===== config.mk =====
export PLATFORM = sky130hd
export DESIGN_NAME = demux_1x4_stream
export DESIGN_NICKNAME = d
export VERILOG_FILES = /design/src/rtl/demux_pkg.sv /design/src/rtl/demux_out_slot.sv /design/src/rtl/demux_1x4_stream.sv
export SDC_FILE = /design/constraint.sdc
export NUM_CORES = 1
export LEC_CHECK = 0
export BUFFER_PORTS_ARGS = -buffer_cell sky130_fd_sc_hd__clkbuf_2
export CAP_MARGIN = 40
export CORE_MARGIN = 10
export CORE_UTILIZATION = 50
export DETAILED_ROUTE_END_ITERATION = 16
export PLACE_DENSITY_LB_ADDON = 0.15
export RECOVER_POWER = 50
export SLEW_MARGIN = 20
export SYNTH_ARGS = -nofsm -noshare
export SYNTH_HDL_FRONTEND = slang
export SYNTH_HIERARCHICAL = 1
export SYNTH_SLANG_ARGS = --single-unit

===== constraint.sdc =====
create_clock -name clk -period 1.81 [get_ports clk]
set_input_delay 0.181 -clock clk [delete_from_list [all_inputs] [get_ports clk]]
set_output_delay 0.181 -clock clk [all_outputs]
set_load 0.02 [all_outputs]

===== src/rtl/demux_pkg.sv =====
// Shared select encoding and channel decode for the 1x4 stream demux.
package demux_pkg;

  localparam int unsigned NUM_CH = 4;
  localparam int unsigned SEL_W  = 2;

  localparam logic [SEL_W-1:0] SEL_CH3 = 2'b00;
  localparam logic [SEL_W-1:0] SEL_CH2 = 2'b01;
  localparam logic [SEL_W-1:0] SEL_CH1 = 2'b10;
  localparam logic [SEL_W-1:0] SEL_CH0 = 2'b11;

  // Select value to channel index; same encoding as the 4-to-1 selector.
  function automatic logic [SEL_W-1:0] sel_to_ch(input logic [SEL_W-1:0] sel);
    case (sel)
      SEL_CH3: return 2'd3;
      SEL_CH2: return 2'd2;
      SEL_CH1: return 2'd1;
      default: return 2'd0;
    endcase
  endfunction

endpackage


===== src/rtl/demux_out_slot.sv =====
// One output channel: holding register, valid flag (EMPTY/FULL) and
// delivered-word counter.
//   clk, rstb      : clock, async active-low reset
//   flush          : sync clear of valid; data and cnt are kept
//   load, in_data  : write strobe and word from the top-level decode
//   out_ready      : consumer accepts the held word this cycle
//   data, valid    : held word and its valid flag
//   cnt            : words delivered, wrapping
//   can_load       : slot is empty or drains this cycle (combinational)
module demux_out_slot #(
  parameter int unsigned WIDTH = 4,
  parameter int unsigned CNT_W = 8
) (
  input  logic             clk,
  input  logic             rstb,
  input  logic             flush,
  input  logic             load,
  input  logic [WIDTH-1:0] in_data,
  input  logic             out_ready,
  output logic [WIDTH-1:0] data,
  output logic             valid,
  output logic [CNT_W-1:0] cnt,
  output logic             can_load
);

  logic [WIDTH-1:0] data_nxt;
  logic             valid_nxt;
  logic [CNT_W-1:0] cnt_nxt;
  logic             drain;

  assign can_load = ~valid | out_ready;
  assign drain    = valid & out_ready & ~flush;

  // Next-state: flush wins over drain and load; refill on drain keeps valid.
  always_comb begin
    data_nxt  = data;
    valid_nxt = valid;
    cnt_nxt   = cnt;
    if (flush) begin
      valid_nxt = 1'b0;
    end else begin
      if (drain) begin
        valid_nxt = 1'b0;
        cnt_nxt   = cnt + CNT_W'(1);
      end
      if (load) begin
        data_nxt  = in_data;
        valid_nxt = 1'b1;
      end
    end
  end

  // State register.
  always_ff @(posedge clk or negedge rstb) begin
    if (!rstb) begin
      data  <= '0;
      valid <= 1'b0;
      cnt   <= '0;
    end else begin
      data  <= data_nxt;
      valid <= valid_nxt;
      cnt   <= cnt_nxt;
    end
  end

endmodule


===== src/rtl/demux_1x4_stream.sv =====
// Registered 1-to-4 stream demultiplexer with per-channel handshakes and
// delivered-word counters.
//   clk, rstb           : clock, async active-low reset
//   flush               : sync clear of all holding registers' valid flags
//   in_data/in_sel      : input word and destination (00->ch3 .. 11->ch0)
//   in_valid/in_ready   : input handshake; in_ready is combinational from
//                         in_sel, flush, rstb and out_ready
//   out_data3..0        : holding-register contents
//   out_valid/out_ready : per-channel output handshake, bit n = channel n
//   cnt3..0             : words delivered per channel, wrapping
module demux_1x4_stream
  import demux_pkg::*;
#(
  parameter int unsigned WIDTH = 4,
  parameter int unsigned CNT_W = 8
) (
  input  logic              clk,
  input  logic              rstb,
  input  logic              flush,
  input  logic [WIDTH-1:0]  in_data,
  input  logic [SEL_W-1:0]  in_sel,
  input  logic              in_valid,
  output logic              in_ready,
  output logic [WIDTH-1:0]  out_data3,
  output logic [WIDTH-1:0]  out_data2,
  output logic [WIDTH-1:0]  out_data1,
  output logic [WIDTH-1:0]  out_data0,
  output logic [NUM_CH-1:0] out_valid,
  input  logic [NUM_CH-1:0] out_ready,
  output logic [CNT_W-1:0]  cnt3,
  output logic [CNT_W-1:0]  cnt2,
  output logic [CNT_W-1:0]  cnt1,
  output logic [CNT_W-1:0]  cnt0
);

  logic [SEL_W-1:0]  ch;
  logic [NUM_CH-1:0] can_load;
  logic [NUM_CH-1:0] load;
  logic [WIDTH-1:0]  slot_data [NUM_CH];
  logic [CNT_W-1:0]  slot_cnt  [NUM_CH];

  assign ch       = sel_to_ch(in_sel);
  assign in_ready = rstb & ~flush & can_load[ch];

  // One-hot load strobe for the decoded channel.
  always_comb begin
    load     = '0;
    load[ch] = in_valid & in_ready;
  end

  for (genvar n = 0; n < NUM_CH; n++) begin : g_slot
    demux_out_slot #(
      .WIDTH (WIDTH),
      .CNT_W (CNT_W)
    ) u_slot (
      .clk       (clk),
      .rstb      (rstb),
      .flush     (flush),
      .load      (load[n]),
      .in_data   (in_data),
      .out_ready (out_ready[n]),
      .data      (slot_data[n]),
      .valid     (out_valid[n]),
      .cnt       (slot_cnt[n]),
      .can_load  (can_load[n])
    );
  end

  assign out_data3 = slot_data[3];
  assign out_data2 = slot_data[2];
  assign out_data1 = slot_data[1];
  assign out_data0 = slot_data[0];
  assign cnt3      = slot_cnt[3];
  assign cnt2      = slot_cnt[2];
  assign cnt1      = slot_cnt[1];
  assign cnt0      = slot_cnt[0];

endmodule


==> results_tabular.tex <==
\begin{tabular}{lr}
\hline
Metric & Value \\
\hline
\multicolumn{2}{l}{\textbf{Worst setup path}} \\
\quad Worst-case reg-to-reg path depth & 6 \\
\quad Launching instance or port of the critical path & g\_slot[2].u\_slot/valid\$\_DFFE\_PN0P\_ \\
\quad WP data arrival & 1.71 ns \\
\quad Kind of start point of the critical path & flip-flop \\
\quad Critical path endpoint & in\_ready \\
\quad Series of cell instances along the critical path & or2b\_1 > mux4\_2 > and3b\_1 > clkbuf\_8 \\
\quad Max stage delay on crit path & 0.46 ns \\
\quad Setup slack on the worst flop-to-flop path & 0.13 ns \\
\quad Worst R2R Start & g\_slot[3].u\_slot/valid\$\_DFFE\_PN0P\_ \\
\quad Cell type of the slowest stage on the worst timing path & mux4\_2 \\
\quad Largest fanout of any net on the critical path & 3 \\
\quad Data required, critical path & 1.63 ns \\
\quad Reg-to-reg critical path endpoint & g\_slot[3].u\_slot/data[2]\$\_DFFE\_PN0P\_ \\
\quad Critical path class & flip-flop to output port \\
\quad Kind of end point of the critical path & output port \\
\multicolumn{2}{l}{\textbf{Detailed routing}} \\
\quad Remaining antenna violation count after routing & 0 \\
\quad DR iter-0 viols & 50 \\
\quad Final routed wirelength across all metal layers & 4940 um \\
\quad Average wire per cell in the routed design & 15.9 um \\
\quad Average via count per standard cell & 5.05 \\
\quad Via total after detailed routing & 1570 \\
\quad Number of remaining DRC errors & 0 \\
\quad Number of iterations in the first detailed-routing pass & 5 \\
\multicolumn{2}{l}{\textbf{Finish}} \\
\quad Fraction of final layout cells sized beyond drive strength 1 & 0.394 \\
\quad Number of nets in the layout & 277 \\
\quad Diode count & 0 \\
\quad Area added between synthesis and finish & 21.0\% \\
\quad Post-route design area & 0.00285 mm\^{}2 \\
\multicolumn{2}{l}{\textbf{Yosys}} \\
\quad Fraction of the yosys area taken by sequential cells & 0.552 \\
\quad Synthesized area per cell & 13.5 um\^{}2 \\
\quad Most instantiated cells after synthesis & 52 x dfrtp\_1, 20 x mux2\_2, 16 x xor2\_1 \\
\quad Cell accounting for the most synthesized area & dfrtp\_1 \\
\quad Post-Synthesis Net Count & 192 \\
\quad Dominant cell by count in the synthesized netlist & dfrtp\_1 \\
\quad Cell types with the largest area share after synthesis & dfrtp\_1 55\%, mux2\_2 9.6\%, xor2\_1 5.9\% \\
\quad Netlist area before placement & 0.00236 mm\^{}2 \\
\quad Count of mapped cells out of synthesis & 174 \\
\quad Post-synth EDFFs & 0 \\
\quad Main synth FF type & dfrtp\_1 \\
\quad Yosys top cell area share & 0.552 \\
\quad Flip-flop and latch count after synthesis & 52 \\
\quad Fraction of synthesis flops using an asynchronous set or reset pin & 1.00 \\
\quad Unique masters post-synth & 24 \\
\quad Yosys Warn Count & 6 \\
\multicolumn{2}{l}{\textbf{Global routing}} \\
\quad Overflow left after global routing & 0 \\
\quad Global-route wire length before repair & 8040 um \\
\quad Vias in the first global route & 1619 \\
\quad Maximum number of pins on one net before global-route repair & 46 \\
\quad Initial antenna violation count & 0 \\
\quad Global router's overall resource usage & 0.129 \\
\multicolumn{2}{l}{\textbf{STA}} \\
\quad RSZ-0062 raised after global routing & yes \\
\quad Final setup violation count & 1 \\
\quad Shortest clock period the worst path allows after layout & 1.89 ns \\
\quad Max Freq & 530 MHz \\
\quad Crit share post-route & 1.04 \\
\quad Worst Hold Slack & 0.182 ns \\
\quad Transition time at the pin with the least slew margin & 1.10 ns \\
\quad Max-slew violation count & 0 \\
\quad Normalized max-slew margin & 0.268 \\
\quad Minimum setup slack in the final design & -0.0770 ns \\
\quad Final Skew & 0.00702 ns \\
\quad Final number of hold-violating endpoints & 0 \\
\multicolumn{2}{l}{\textbf{Placement}} \\
\quad Detailed Place HPWL & 3800 um \\
\quad Placed Instance Area & 0.00281 mm\^{}2 \\
\quad Port Buffer Count & 66 \\
\quad Final weighted congestion in routability-driven placement & 0.754 \\
\multicolumn{2}{l}{\textbf{Pwr}} \\
\quad Clock power frac & 0.261 \\
\quad Combinational fraction of design power & 0.168 \\
\quad Total net switching power & 661 uW \\
\quad Peak VDD IR & 0.409 mV \\
\quad Sw Share & 0.284 \\
\quad Int Pwr & 1670 uW \\
\quad Sequential fraction of design power & 0.571 \\
\quad Pleak & 0.00145 uW \\
\quad PwrDens & 816 mW/mm\^{}2 \\
\multicolumn{2}{l}{\textbf{Floorplan}} \\
\quad Core area & 0.00447 mm\^{}2 \\
\quad IO Pins & 67 \\
\quad Initial Util & 0.527 \\
\quad X dimension of the die & 88.7 um \\
\quad Vertical extent of the die & 88.7 um \\
\quad Area of the die & 0.00786 mm\^{}2 \\
\quad Number of placement rows & 24 \\
\multicolumn{2}{l}{\textbf{Clock network}} \\
\quad Total clock sinks & 52 \\
\quad Total clock buffers created by CTS & 5 \\
\quad TritonCTS clock tree & done \\
\quad Root Driver & clkbuf\_8 \\
\quad Clock-pin slew reported for the worst setup and hold paths after clock tree synthesis & 0.09 ns \\
\quad H-tree levels & 2 \\
\quad Number of buffers on the longest clock path & 2 \\
\quad Clk Latency, worst-skew pair & 0.29 ns \\
\multicolumn{2}{l}{\textbf{Job}} \\
\quad \# Max-Cap Violations & 0 \\
\multicolumn{2}{l}{\textbf{Run status}} \\
\quad Run status & finished, violations left \\
\quad Violated checks & setup timing \\
\multicolumn{2}{l}{\textbf{Worst hold path}} \\
\quad Path class of the lowest-slack min-delay path & input pin to flip-flop \\
\hline
\end{tabular}
==> what timing repair did <==
item                                    4_1_cts  5_1_grt
buffers inserted                              2        1
endpoints found under the hold margin         7        0
endpoints found under the setup margin        1       13
pin swaps                                     1        0
resized for setup                             3        3
hold buffers                                  1        0
==> worst max-delay path, delay by kind of cell, from the launching register on <==
kind	cells	cell delay, ns
buf+inv	1	0.15
flops	1	0.34
mux	1	0.46
simple gates	2	0.46
==> power groups by stage <==
stage          Clock (uW)  Combinational (uW)  Sequential, uW
2_1_floorplan           0                 108            1460
3_3_place_gp            0                 410            1350
3_5_place_dp            0                 416            1350
4_1_cts               633                 421            1330
5_1_grt               689                 431            1340
6_report              608                 390            1330
==> kinds of logic (layout without fill, tap and decap cells) <==
logic type	count (synthesis)	count (layout)	share of synthesized area
AOI/OAI and AO/OA	4	4	0.00849
xor gates and xnor gates	28	28	0.104
DFF	52	52	0.552
buffers and inverters	4	89	0.00637
muxes	21	21	0.105
and+or+nand+nor	61	61	0.203
adders and majority gates	4	4	0.0212
==> state kept, by name, summed over array words and instances (netlist names) <==
signal / flops
g_slot.u_slot/valid: 4
g_slot.u_slot/cnt: 32
g_slot.u_slot/data: 16
==> layout by cell type (no fill, tap or decap), drive strengths merged <==
master        n
clkbuf       75
dfrtp        52
mux2         20
xor2         16
xnor2        12
nand3        12
nor2          9
nor3          9
buf           8
nand2         6
nand3b        5
or2b          4
and4b         4
inv           4
a21oi         4
nand4         4
and3          4
ha            4
mux4          1
and3b         1
nand4b        1
nor3b         1
nor4b         1
clkinv        1
dlygate4sd3   1
==> how the worst min path moves through the flow <==
stage                     cells after the start  slack, ns  startpoint                                   end
after floorplan                               0      -0.11        rstb   g_slot[0].u_slot/cnt[0]$_DFFE_PN0P_
after CTS                                     2       0.10        rstb   g_slot[0].u_slot/cnt[1]$_DFFE_PN0P_
after detailed placement                      2       0.20        rstb    g_slot[1].u_slot/valid$_DFFE_PN0P_
after global routing                          2       0.18  in_data[2]  g_slot[1].u_slot/data[2]$_DFFE_PN0P_
after global placement                        2       0.21        rstb    g_slot[1].u_slot/valid$_DFFE_PN0P_
final                                         2       0.18  in_data[0]  g_slot[3].u_slot/data[0]$_DFFE_PN0P_
==> stage by stage <==
step / std cells / TNS, ns / worst slack (ns) / total power (uW) / utilization
after floorplan: 174 / 0 / 0.130 / 1570 / -
after detailed placement: 300 / 0 / 0.0354 / 1770 / 0.629
after global routing: 311 / -0.133 / -0.133 / 2460 / 0.638
final: 311 / -0.0770 / -0.0770 / 2330 / 0.638
after global placement: 300 / 0 / 0.130 / 1760 / 0.629
after CTS: 310 / -0.0938 / -0.0938 / 2380 / 0.654
==> final cells by class <==
class / instances / area, um^2
Fill cell: 393 / 1620
Clock inverter: 1 / 5.00
Timing Repair Buffer: 78 / 400
Multi-Input combinational cell: 118 / 993
Inverter: 4 / 15.0
Tap cell: 52 / 65.1
Clock buffer: 6 / 72.6
Sequential cell: 52 / 1300
==> routing by layer <==
| metal | up-vias | share of wire | global-route usage |
|---|---|---|---|
| met5 | - | 0 | 0 |
| met4 | 0 | 0.0077 | 0.0441 |
| li1 | 771 | - | - |
| met1 | 748 | 0.47 | 0.174 |
| met2 | 47 | 0.44 | 0.188 |
| met3 | 4 | 0.086 | 0.0469 |
(Power assumes the default switching activity.)
